**src/rtl/run_controller_pkg.sv**
```systemverilog
// Shared controller state encoding and default widths for the run controller
// and the processor it sequences.
package run_controller_pkg;

  typedef enum logic [1:0] {
    IDLE   = 2'd0,
    RUN    = 2'd1,
    STEP   = 2'd2,
    HALTED = 2'd3
  } run_state_e;

  localparam int DEF_IA_W  = 5;
  localparam int DEF_CNT_W = 8;

endpackage

```
**src/rtl/run_controller_sat_counter.sv**
```systemverilog
// Saturating up-counter with enable and synchronous clear; clear wins over enable.
module sat_counter #(
  parameter int W = 8
) (
  input  logic         clk,
  input  logic         clr_i,
  input  logic         en_i,
  output logic [W-1:0] count_o
);

  logic [W-1:0] count_q;
  logic [W-1:0] count_d;

  always_comb begin
    count_d = count_q;
    if (en_i && (count_q != {W{1'b1}})) begin
      count_d = count_q + 1'b1;
    end
  end

  always_ff @(posedge clk) begin
    if (clr_i) begin
      count_q <= '0;
    end else begin
      count_q <= count_d;
    end
  end

  assign count_o = count_q;

endmodule

```
**src/rtl/run_controller.sv**
```systemverilog
// Run/step/stop sequencer for a single-cycle processor: owns the PC register,
// gates commits and data-memory writes, and counts retired instructions.
//
// state  | meaning
// IDLE   | paused, waiting for a run or step request
// RUN    | committing one instruction per cycle until stop or HALT
// STEP   | committing exactly one instruction, then back to IDLE
// HALTED | HALT reached; PC parked on the HALT address until reset
module run_controller
  import run_controller_pkg::*;
#(
  parameter int IA_W  = DEF_IA_W,
  parameter int CNT_W = DEF_CNT_W
) (
  input  logic             clk,
  input  logic             reset,
  input  logic             runReq,
  input  logic             stepReq,
  input  logic             stopReq,
  input  logic [IA_W-1:0]  nextInstructionAddress,
  input  logic             halt,
  input  logic             memWrite,
  output logic [IA_W-1:0]  currentInstructionAddress,
  output logic             cpuEnable,
  output logic             memWriteEn,
  output logic [1:0]       state,
  output logic [CNT_W-1:0] retiredCount
);

  run_state_e      state_q;
  run_state_e      state_d;
  logic [IA_W-1:0] pc_q;

  // Reset forces the enable low in the same cycle so a reset mid-RUN cannot commit.
  assign cpuEnable  = !reset && ((state_q == RUN) || (state_q == STEP)) && !halt;
  assign memWriteEn = memWrite && cpuEnable;

  always_comb begin
    state_d = state_q;
    unique case (state_q)
      IDLE: begin
        if (stopReq) begin
          state_d = IDLE;
        end else if (runReq) begin
          state_d = RUN;
        end else if (stepReq) begin
          state_d = STEP;
        end
      end
      RUN: begin
        if (halt) begin
          state_d = HALTED;
        end else if (stopReq) begin
          state_d = IDLE;
        end
      end
      STEP: begin
        state_d = halt ? HALTED : IDLE;
      end
      HALTED: begin
        state_d = HALTED;
      end
      default: begin
        state_d = IDLE;
      end
    endcase
  end

  always_ff @(posedge clk) begin
    if (reset) begin
      state_q <= IDLE;
      pc_q    <= '0;
    end else begin
      state_q <= state_d;
      if (cpuEnable) begin
        pc_q <= nextInstructionAddress;
      end
    end
  end

  sat_counter #(
    .W(CNT_W)
  ) u_retired (
    .clk     (clk),
    .clr_i   (reset),
    .en_i    (cpuEnable),
    .count_o (retiredCount)
  );

  assign state                     = state_q;
  assign currentInstructionAddress = pc_q;

endmodule

```
**config.mk**
```make
export PLATFORM = sky130hd
export DESIGN_NAME = run_controller
export DESIGN_NICKNAME = d
export VERILOG_FILES = /design/src/rtl/run_controller_pkg.sv /design/src/rtl/run_controller_sat_counter.sv /design/src/rtl/run_controller.sv
export SDC_FILE = /design/constraint.sdc
export NUM_CORES = 1
export LEC_CHECK = 0
export ABC_AREA = 1
export CELL_PAD_IN_SITES_DETAIL_PLACEMENT = 1
export CELL_PAD_IN_SITES_GLOBAL_PLACEMENT = 1
export CORE_MARGIN = 3
export CORE_UTILIZATION = 32
export CTS_CLUSTER_SIZE = 8
export DETAILED_ROUTE_END_ITERATION = 16
export PLACE_DENSITY_LB_ADDON = 0.1
export SETUP_SLACK_MARGIN = 0.2
export SLEW_MARGIN = 10
export SYNTH_ARGS = -nofsm -noshare
export SYNTH_HDL_FRONTEND = slang
export SYNTH_SLANG_ARGS = --single-unit
```
**constraint.sdc**
```tcl
create_clock -name clk -period 2.1 [get_ports clk]
set_input_delay 0.21 -clock clk [delete_from_list [all_inputs] [get_ports clk]]
set_output_delay 0.21 -clock clk [all_outputs]
set_load 0.005 [all_outputs]
```
==> run_results.csv <==
group,metric,value,unit
status,status,"finished, final reports clean",
logic_synthesis,synth_area,846,µm²
global_routing,antenna_found_initial,0,
critical_path,critPathKind,"flop to output port",
finish,syn_to_final_growth,45.9,%
critical_path,r2r_start,"state[0]",
hold_path,holdPathStages,3,
logic_synthesis,syn_area_per_cell,6.77,µm²
timing,tightest_slew,0.209,ns
placed_design,dpl.hpwl,1820,µm
finish,finish.utilization,49.3,%
logic_synthesis,synth_cells,125,
flow_run,cap_violations,0,
global_routing,grt_pass1_vias,902,
logic_synthesis,ys_seq_elements,15,
floorplan,dieArea,0.00330,mm²
timing,timing.fmax,0.583,GHz
timing,period_share,81.6,%
clocking,cts-buffers-inserted,3,
timing,tns,0,ns
critical_path,reg2reg_depth,10,
logic_synthesis,synth_edf_count,0,
timing,maxSlewViolCount,0,
critical_path,critPathLaunch,"state[0]",
route,drc_errors,0,
clocking,clockBufferDepth,2,
power_and_ir_drop,vdd_drop_max,0.284,mV
critical_path,start_kind,"flop",
global_routing,grt-busiest-layer,"met2",
route,via_count,907,
clocking,clkLatencyLatePin,0.28,ns
logic_synthesis,seq_area_frac_synth,35.5,%
floorplan,die_height,57.4,µm
floorplan,start_util,33.8,%
finish,nNetsFinal,177,
global_routing,met2_usage,25.2,%
route,final_antenna_net_count,0,
power_and_ir_drop,powerDensity,494,mW/mm²
clocking,tritoncts,"done",
floorplan,die_w,57.4,µm
route,firstDrtPassIters,4,
clocking,cts_hold_buf,0,
critical_path,critical_path.slowest_cell,"dfxtp_2",
critical_path,required,1.89,ns
global_routing,met3_usage,2.26,%
hold_path,hold_path_class,"input pin to flop",
global_routing,grt_overflow,0,
timing,setup_viol,0,
timing,relSlewSlack,86.0,%
critical_path,slowest_delay,0.34,ns
logic_synthesis,synth_nets,141,
logic_synthesis,ys_types,21,
global_routing,grt_max_degree,16,
floorplan,fp-row-count,18,
power_and_ir_drop,power_leakage,0.552,nW
timing,worst_clock_skew,0.000660,ns
global_routing,track_usage,14.9,%
hold_path,min_from,"nextInstructionAddress[4]",
placed_design,gp_congestion,0.775,
route,routedWlPerCell,12.4,µm
critical_path,arrival,1.50,ns
route,detail_route.wirelength,2350,µm
finish,drive_above_1_share,16.9,%
critical_path,worst-r2r-setup-slack,0.55,ns
logic_synthesis,synthFlopType,"dfxtp_1",
global_routing,grt_pass1_wl,3920,µm
critical_path,critPathCaptureType,"output port",
finish,n_antenna_cell,0,
placed_design,io_buffers,28,
hold_path,hold_end,"currentInstructionAddress[4]",
timing,hold_viol,0,
clocking,path_clk_slew,0.09,ns
route,drtIter0Drc,22,
route,viasPerCell,4.77,
clocking,cts_root_buf,"clkbuf_4",
clocking,numClockSinks,15,
global_routing,grt_use_met1,19.4,%
timing,min_period,1.71,ns
timing,rsz0062_at_grt,"no",
critical_path,crit_path_cell_trace,"inv_1, ha_4, buf_4, nand2_2, nor2_4, dlygate4sd2_1",
floorplan,core,0.00250,mm²
logic_synthesis,async_flop_share,0,%
clocking,h-tree-depth,1,
critical_path,crit_fanout,3,
critical_path,reg2reg_to,"u_retired.count_o[5]",
floorplan,pin_count,29,
logic_synthesis,yosysWarnings,0,
[report_power, final]
part	switching, mW	total, mW	internal, mW
sequential	0.00888	0.306	0.297
combinational	0.0588	0.135	0.0759
clock	0.0949	0.169	0.0737
[sequential cells by signal, summed over array words and instances, names as in the netlist]
signal                     cells
u_retired.count_o              8
currentInstructionAddress      5
state                          2
[how the worst max path moves through the flow]
stage                      endpoint  slack [ns]
2_1_floorplan  u_retired.count_o[7]        0.71
3_3_place_gp             memWriteEn        0.32
3_5_place_dp             memWriteEn        0.29
4_1_cts                  memWriteEn        0.20
5_1_grt                   cpuEnable        0.29
6_report                  cpuEnable        0.39
[through the flow]
step	hold slack (ns)	std cells	total power, mW	area (µm²)	worst slack, ns
floorplan	0.321	125	0.368	846	0.711
global placement	0.460	183	0.428	1160	0.318
detailed placement	0.464	183	0.431	1160	0.285
CTS	0.462	189	0.618	1220	0.200
global route	0.489	190	0.648	1230	0.286
finish	0.468	190	0.609	1230	0.386
[worst max-delay path: cells and delay by family (launching register included)]
family,cells,cell delay [ns]
buffers and inverters,3,0.43
DFF,1,0.34
adders and majority gates,1,0.29
and+or+nand+nor,2,0.17
[final cells by class]
| class | instances | area (µm²) |
|---|---|---|
| flip-flops and latches | 15 | 303 |
| well taps | 30 | 37.5 |
| clock buffers | 4 | 26.3 |
| inverters | 14 | 52.6 |
| multi-input cells | 94 | 495 |
| fillers | 343 | 1270 |
| repair buffers | 33 | 319 |
[layer usage]
metal	up-vias	wire, µm
met4	0	13
li1	460	-
met1	422	1090
met3	2	98
met2	23	1150
met5	-	0
[cells by family (layout without fill, tap and decap cells)]
group                    after synthesis  in the layout  synth area share [%]
AO/OA/AOI/OAI                          4              4                  2.66
adder cells (fa/ha/maj)                4              4                  5.92
buffers and inverters                 16             51                  7.99
flip-flops                            15             15                  35.5
AND/OR/NAND/NOR                       86             86                  47.9
[repair_timing]
item | CTS | global route
endpoints found under the setup margin | 2 | 1
setup buffers | 2 | 1
pin swaps | 1 | 1
gates resized for setup | 5 | 2
[placed cells by master, fill, tap and decap left out]
cell type / n
o21ai_1: 1
nand3_2: 2
nand4_1: 1
ha_4: 1
nor2_1: 22
nand2_2: 2
nand2_1: 36
nand3_4: 1
a21oi_1: 2
nand3b_1: 1
clkbuf_4: 3
clkdlybuf4s50_1: 26
nor2_4: 3
ha_1: 3
buf_4: 5
nand3_1: 13
dfxtp_1: 13
and2_1: 1
dlymetal6s2s_1: 1
nor3_1: 1
inv_2: 5
inv_1: 9
o21bai_1: 1
dlygate4sd2_1: 1
dfxtp_2: 2
clkbuf_1: 1
nor2_2: 3
[Yosys cell counts (2+ instances only)]
cell type / count / area (µm²)
nand3_1: 13 / 65.1
inv_1: 10 / 37.5
nor2_1: 22 / 82.6
dfxtp_1: 15 / 300
nor2_4: 2 / 22.5
nand2_2: 2 / 12.5
nor2_2: 4 / 25.0
nand2_1: 36 / 135
inv_2: 4 / 15.0
ha_1: 4 / 50.1
nand3_2: 2 / 20.0
a21oi_1: 2 / 10.0
Power figures use the tool's default switching activity.
==> patch 1: new RTL, config.mk and constraints unchanged <==
`DEF_IA_W`: 5 -> 7.
--- a/src/rtl/run_controller_pkg.sv
+++ b/src/rtl/run_controller_pkg.sv
@@ -11,3 +11,3 @@
 
-  localparam int DEF_IA_W  = 5;
+  localparam int DEF_IA_W  = 7;
   localparam int DEF_CNT_W = 8;
Interface: changed (resized currentInstructionAddress and nextInstructionAddress); port bits go from 29 to 33. The function was not compared with the original's and may differ.
==> patch 1 against the unedited design <==
- sequential cell count increased by 2
- critical path depth decreased by 1
- cell area increased by 7.0%
- total power increased by 12%
- synthesized area increased by 8.9%
- worst setup slack improved by 51 ps
- highest routed layer unchanged
- wire length increased by 7.5%
- non-clock buffer count increased by 4
- first-iteration DRC count unchanged
==> patch 1: results (changes against the unedited design) <==
Leakage: 0.596 nW (was 0.552 nW)
number of port buffers: 32 (was 28)
vias in the first global route: 982 (was 902)
Clock Skews: 8.01 ps (was 0.660 ps)
compound-cell area share of the yosys netlist: 5.57% (was 2.66%)
syn_nets: 148 (was 141)
WL/cell: 12.8 um (was 12.4 um)
first-pass GRT wire length: 4400 um (was 3920 um)
via count: 939 (was 907)
Via density: 4.74 (was 4.77)
adder-cell share of the synthesized area: 5.43% (was 5.92%)
fillers: 352 (was 343)
clock-pin slew on the worst setup and hold paths: 110 ps (was 90 ps)
drt pass-1 iters: 2 (was 4)
synth top area cells: dfxtp_1, nand2_1, nor2_1 (unchanged)
register area share after synthesis: 37.0% (was 35.5%)
grt met1 use: 18.8% (was 19.4%)
outcome: completed (unchanged)
Arr. time, crit path: 1450 ps (was 1500 ps)
Layout Nets: 187 (was 177)
met2 usage: 30.1% (was 25.2%)
measured slew at the worst slew-check pin: 398 ps (was 209 ps)
clock latency on the worst-skew pair: 310 ps (was 280 ps)
Post-synth top cells: nand2_1, nor2_1, dfxtp_1 (unchanged)
share of layout cells above drive strength 1: 16.7% (was 16.9%)
[patch 1: where the power goes]
group          total, mW  switching, mW  internal [mW]  leakage [nW]
registers          0.347        0.00941          0.337         0.139
clock network      0.188          0.117         0.0711        0.0177
logic              0.147         0.0653         0.0816         0.440
[patch 1: metal layers]
metal | vias up | routed length, um
met4 | 0 | 15
met3 | 2 | 127
met5 | - | 0
li1 | 480 | -
met2 | 21 | 1360
met1 | 436 | 1020
[patch 1: final timing paths]
| path | slack, ps | to | startpoint | cells after the start |
|---|---|---|---|---|
| worst max-delay path | 440 | memWriteEn | state[1]$_SDFFE_PP0P_ | 5 |
| worst min register to register | 470 | currentInstructionAddress[6]$_SDFFE_PP0P_ | currentInstructionAddress[6]$_SDFFE_PP0P_ | 2 |
| worst min-delay path | 440 | currentInstructionAddress[5]$_SDFFE_PP0P_ | nextInstructionAddress[5] | 3 |
| worst max register to register | 500 | u_retired.count_o[3]$_SDFFE_PP0P_ | state[1]$_SDFFE_PP0P_ | 8 |
[patch 1: what timing repair did]
action,4_1_cts,5_1_grt
setup buffers,2,0
setup endpoints to repair,2,0
resized for setup,5,0
[patch 1: worst register-to-register path, delay by kind of cell, from the launching register on]
family / cells / cell delay (ps)
adder cells (fa/ha/maj): 1 / 300
AND/OR/NAND/NOR: 4 / 440
AO/OA/AOI/OAI: 1 / 150
flip-flops: 1 / 340
buffers and inverters: 2 / 280
[patch 1: area by class of cell]
type	instances	area [sq um]	area share [%]
Multi-Input combinational cell	95	500	37.9
Sequential cell	17	343	26.0
Timing Repair Buffer	37	355	26.9
Inverter	15	56.3	4.27
Clock inverter	1	5.00	0.379
Clock buffer	3	22.5	1.71
Tap cell	30	37.5	2.84
[patch 1: logic make-up after synthesis]
group                    count (synthesis)
flip-flops                              17
AND/OR/NAND/NOR                         82
buffers and inverters                   18
adder cells (fa/ha/maj)                  4
AO/OA/AOI/OAI                            9
[patch 1: through the flow]
stage	power (mW)	hold WS (ps)	setup slack, ps
2_1_floorplan	0.418	320	642
3_3_place_gp	0.484	455	392
3_5_place_dp	0.490	465	325
4_1_cts	0.689	442	437
5_1_grt	0.723	449	334
6_report	0.682	440	437
==> patch 2: new RTL, config.mk and constraints unchanged <==
Without the edit above. Register the inputs `runReq`, `stepReq`, `stopReq`, `nextInstructionAddress`, `halt` and `memWrite` before use. The logic sees them one clock later.
--- a/src/rtl/run_controller.sv
+++ b/src/rtl/run_controller.sv
@@ -29,2 +29,18 @@
 
+  logic runReq_q;
+  logic stepReq_q;
+  logic stopReq_q;
+  logic [IA_W-1:0] nextInstructionAddress_q;
+  logic halt_q;
+  logic memWrite_q;
+
+  always_ff @(posedge clk) begin
+    runReq_q                 <= runReq;
+    stepReq_q                <= stepReq;
+    stopReq_q                <= stopReq;
+    nextInstructionAddress_q <= nextInstructionAddress;
+    halt_q                   <= halt;
+    memWrite_q               <= memWrite;
+  end
+
   run_state_e      state_q;
@@ -34,4 +50,4 @@
   // Reset forces the enable low in the same cycle so a reset mid-RUN cannot commit.
-  assign cpuEnable  = !reset && ((state_q == RUN) || (state_q == STEP)) && !halt;
-  assign memWriteEn = memWrite && cpuEnable;
+  assign cpuEnable  = !reset && ((state_q == RUN) || (state_q == STEP)) && !halt_q;
+  assign memWriteEn = memWrite_q && cpuEnable;
 
@@ -41,7 +57,7 @@
       IDLE: begin
-        if (stopReq) begin
+        if (stopReq_q) begin
           state_d = IDLE;
-        end else if (runReq) begin
+        end else if (runReq_q) begin
           state_d = RUN;
-        end else if (stepReq) begin
+        end else if (stepReq_q) begin
           state_d = STEP;
@@ -50,5 +66,5 @@
       RUN: begin
-        if (halt) begin
+        if (halt_q) begin
           state_d = HALTED;
-        end else if (stopReq) begin
+        end else if (stopReq_q) begin
           state_d = IDLE;
@@ -57,3 +73,3 @@
       STEP: begin
-        state_d = halt ? HALTED : IDLE;
+        state_d = halt_q ? HALTED : IDLE;
       end
@@ -75,3 +91,3 @@
       if (cpuEnable) begin
-        pc_q <= nextInstructionAddress;
+        pc_q <= nextInstructionAddress_q;
       end
Check against the original RTL: not equivalent (a bounded check fails within 4 cycles, from zero or initial values and one cycle with reset high).
==> patch 2 against the unedited design <==
- synthesized area is 19% higher
- worst setup slack got worse by 58 ps
- total power grew 41%
- wire length is 1.9% higher
- sequential cell count increased by 10
- cell area grew 15%
- die area grew 17%
- via count fell by 1.4%
- clock power increased by 26%
- non-clock buffer count increased by 1
==> patch 2: results (changes against the unedited design) <==
placed insts: 196 (was 183)
drt pass-1 iters: 3 (was 4)
largest net degree at the start of global routing: 16 (unchanged)
met2 WL post-DR: 1160 um (was 1150 um)
DR iter-0 viols: 15 (was 22)
Metal-1 WL: 1090 um (unchanged)
Leakage: 0.651 nW (was 0.552 nW)
final WL: 2400 um (was 2350 um)
worst vdd ir: 0.000354 V (was 0.000284 V)
WL met3: 114 um (was 98 um)
clk root buf: clkbuf_4 (unchanged)
first-pass GRT wire length: 4080 um (was 3920 um)
Post-synth top cells: nand2_1, dfxtp_1, nor2_1 (was nand2_1, nor2_1, dfxtp_1)
Placement Setup Slack: 331 ps (was 285 ps)
htree depth: 1 (unchanged)
CP max-delay cell: dfxtp_2 (unchanged)
grt met1 use: 18.2% (was 19.4%)
CTS buffer count: 3 (unchanged)
number of distinct library cells after synthesis: 22 (was 21)
Syn. warnings: 0 (unchanged)
GR peak layer: met2 (unchanged)
clock-pin slew on the worst setup and hold paths: 140 ps (was 90 ps)
WL/cell: 11.8 um (was 12.4 um)
register area share after synthesis: 49.8% (was 35.5%)
Antenna Cells: 0 (unchanged)
DP HPWL: 1850 um (was 1820 um)
GR Util All Layers: 14.7% (was 14.9%)
max FFs per register: 8 (unchanged)
number of port buffers: 28 (unchanged)
Area after DPL: 1360 sq um (was 1160 sq um)
Synth async-reset ratio: 0% (unchanged)
Arr. time, crit path: 1560 ps (was 1500 ps)
vias in the first global route: 954 (was 902)
met2 usage: 24.3% (was 25.2%)
CP max stage delay: 360 ps (was 340 ps)
Via density: 4.40 (was 4.77)
clock latency on the worst-skew pair: 310 ps (was 280 ps)
syn_nets: 140 (was 141)
grt met3 use: 4.13% (was 2.26%)
Layout Nets: 178 (was 177)
synth top area cells: dfxtp_1, nand2_1, nor2_1 (unchanged)
share of layout cells above drive strength 1: 16.1% (was 16.9%)
outcome: completed (unchanged)
Max Root-Sink Buffers: 2 (unchanged)
Max Used Layer: met4 (unchanged)
family with the most delay on the worst path: buffers and inverters (unchanged)
gpl congestion: 0.790 (was 0.775)
slew margin rel.: 85.7% (was 86.0%)
Post-Syn Instances: 124 (was 125)
Clock Skews: 7.04 ps (was 0.660 ps)
==> patch 2: worst register-to-register path: stages (launching register included) <==
cell,delay (ps)
dfxtp_2,360
inv_1,80
ha_4,300
buf_4,120
nand2_2,60
nor2_4,90
buf_4,170
nand2_2,70
inv_2,60
nand2_1,50
nand2_1,60
nor2_1,30
==> patch 2: power by group <==
group	total (mW)	switching [mW]	internal, mW	leakage (nW)
clock	0.213	0.139	0.0742	0.0150
sequential	0.510	0.0128	0.497	0.207
combinational	0.137	0.0595	0.0779	0.429
total	0.860	0.211	0.649	0.651
==> patch 2: kinds of logic after synthesis <==
| kind of cell | after synthesis | synth area share [%] |
|---|---|---|
| simple gates | 74 | 36.0 |
| flops | 25 | 49.8 |
| buf+inv | 14 | 5.35 |
| compound gates | 7 | 3.86 |
| fa+ha+maj | 4 | 4.98 |
==> patch 2: final cells by class <==
cell class,instances,area [sq um]
Clock buffer,4,26.3
Inverter,13,48.8
Fill cell,355,1460
Sequential cell,25,503
Multi-Input combinational cell,85,463
Timing Repair Buffer,34,323
Tap cell,42,52.6
==> patch 2: timing repair <==
action | in CTS | in global routing
endpoints found under the setup margin | 2 | 0
setup buffers | 3 | 0
resized for setup | 6 | 0
==> patch 2: final timing paths <==
path                                             from                                         to  slack [ps]  cells after the start
setup reg to reg                state[1]$_SDFFE_PP0P_          u_retired.count_o[0]$_SDFFE_PP0P_         560                     11
hold / removal                               memWrite                         memWrite_q$_DFF_P_         320                      1
setup / recovery                state[1]$_SDFFE_PP0P_                                  cpuEnable         330                      6
hold reg to reg   nextInstructionAddress_q[1]$_DFF_P_  currentInstructionAddress[1]$_SDFFE_PP0P_         440                      2
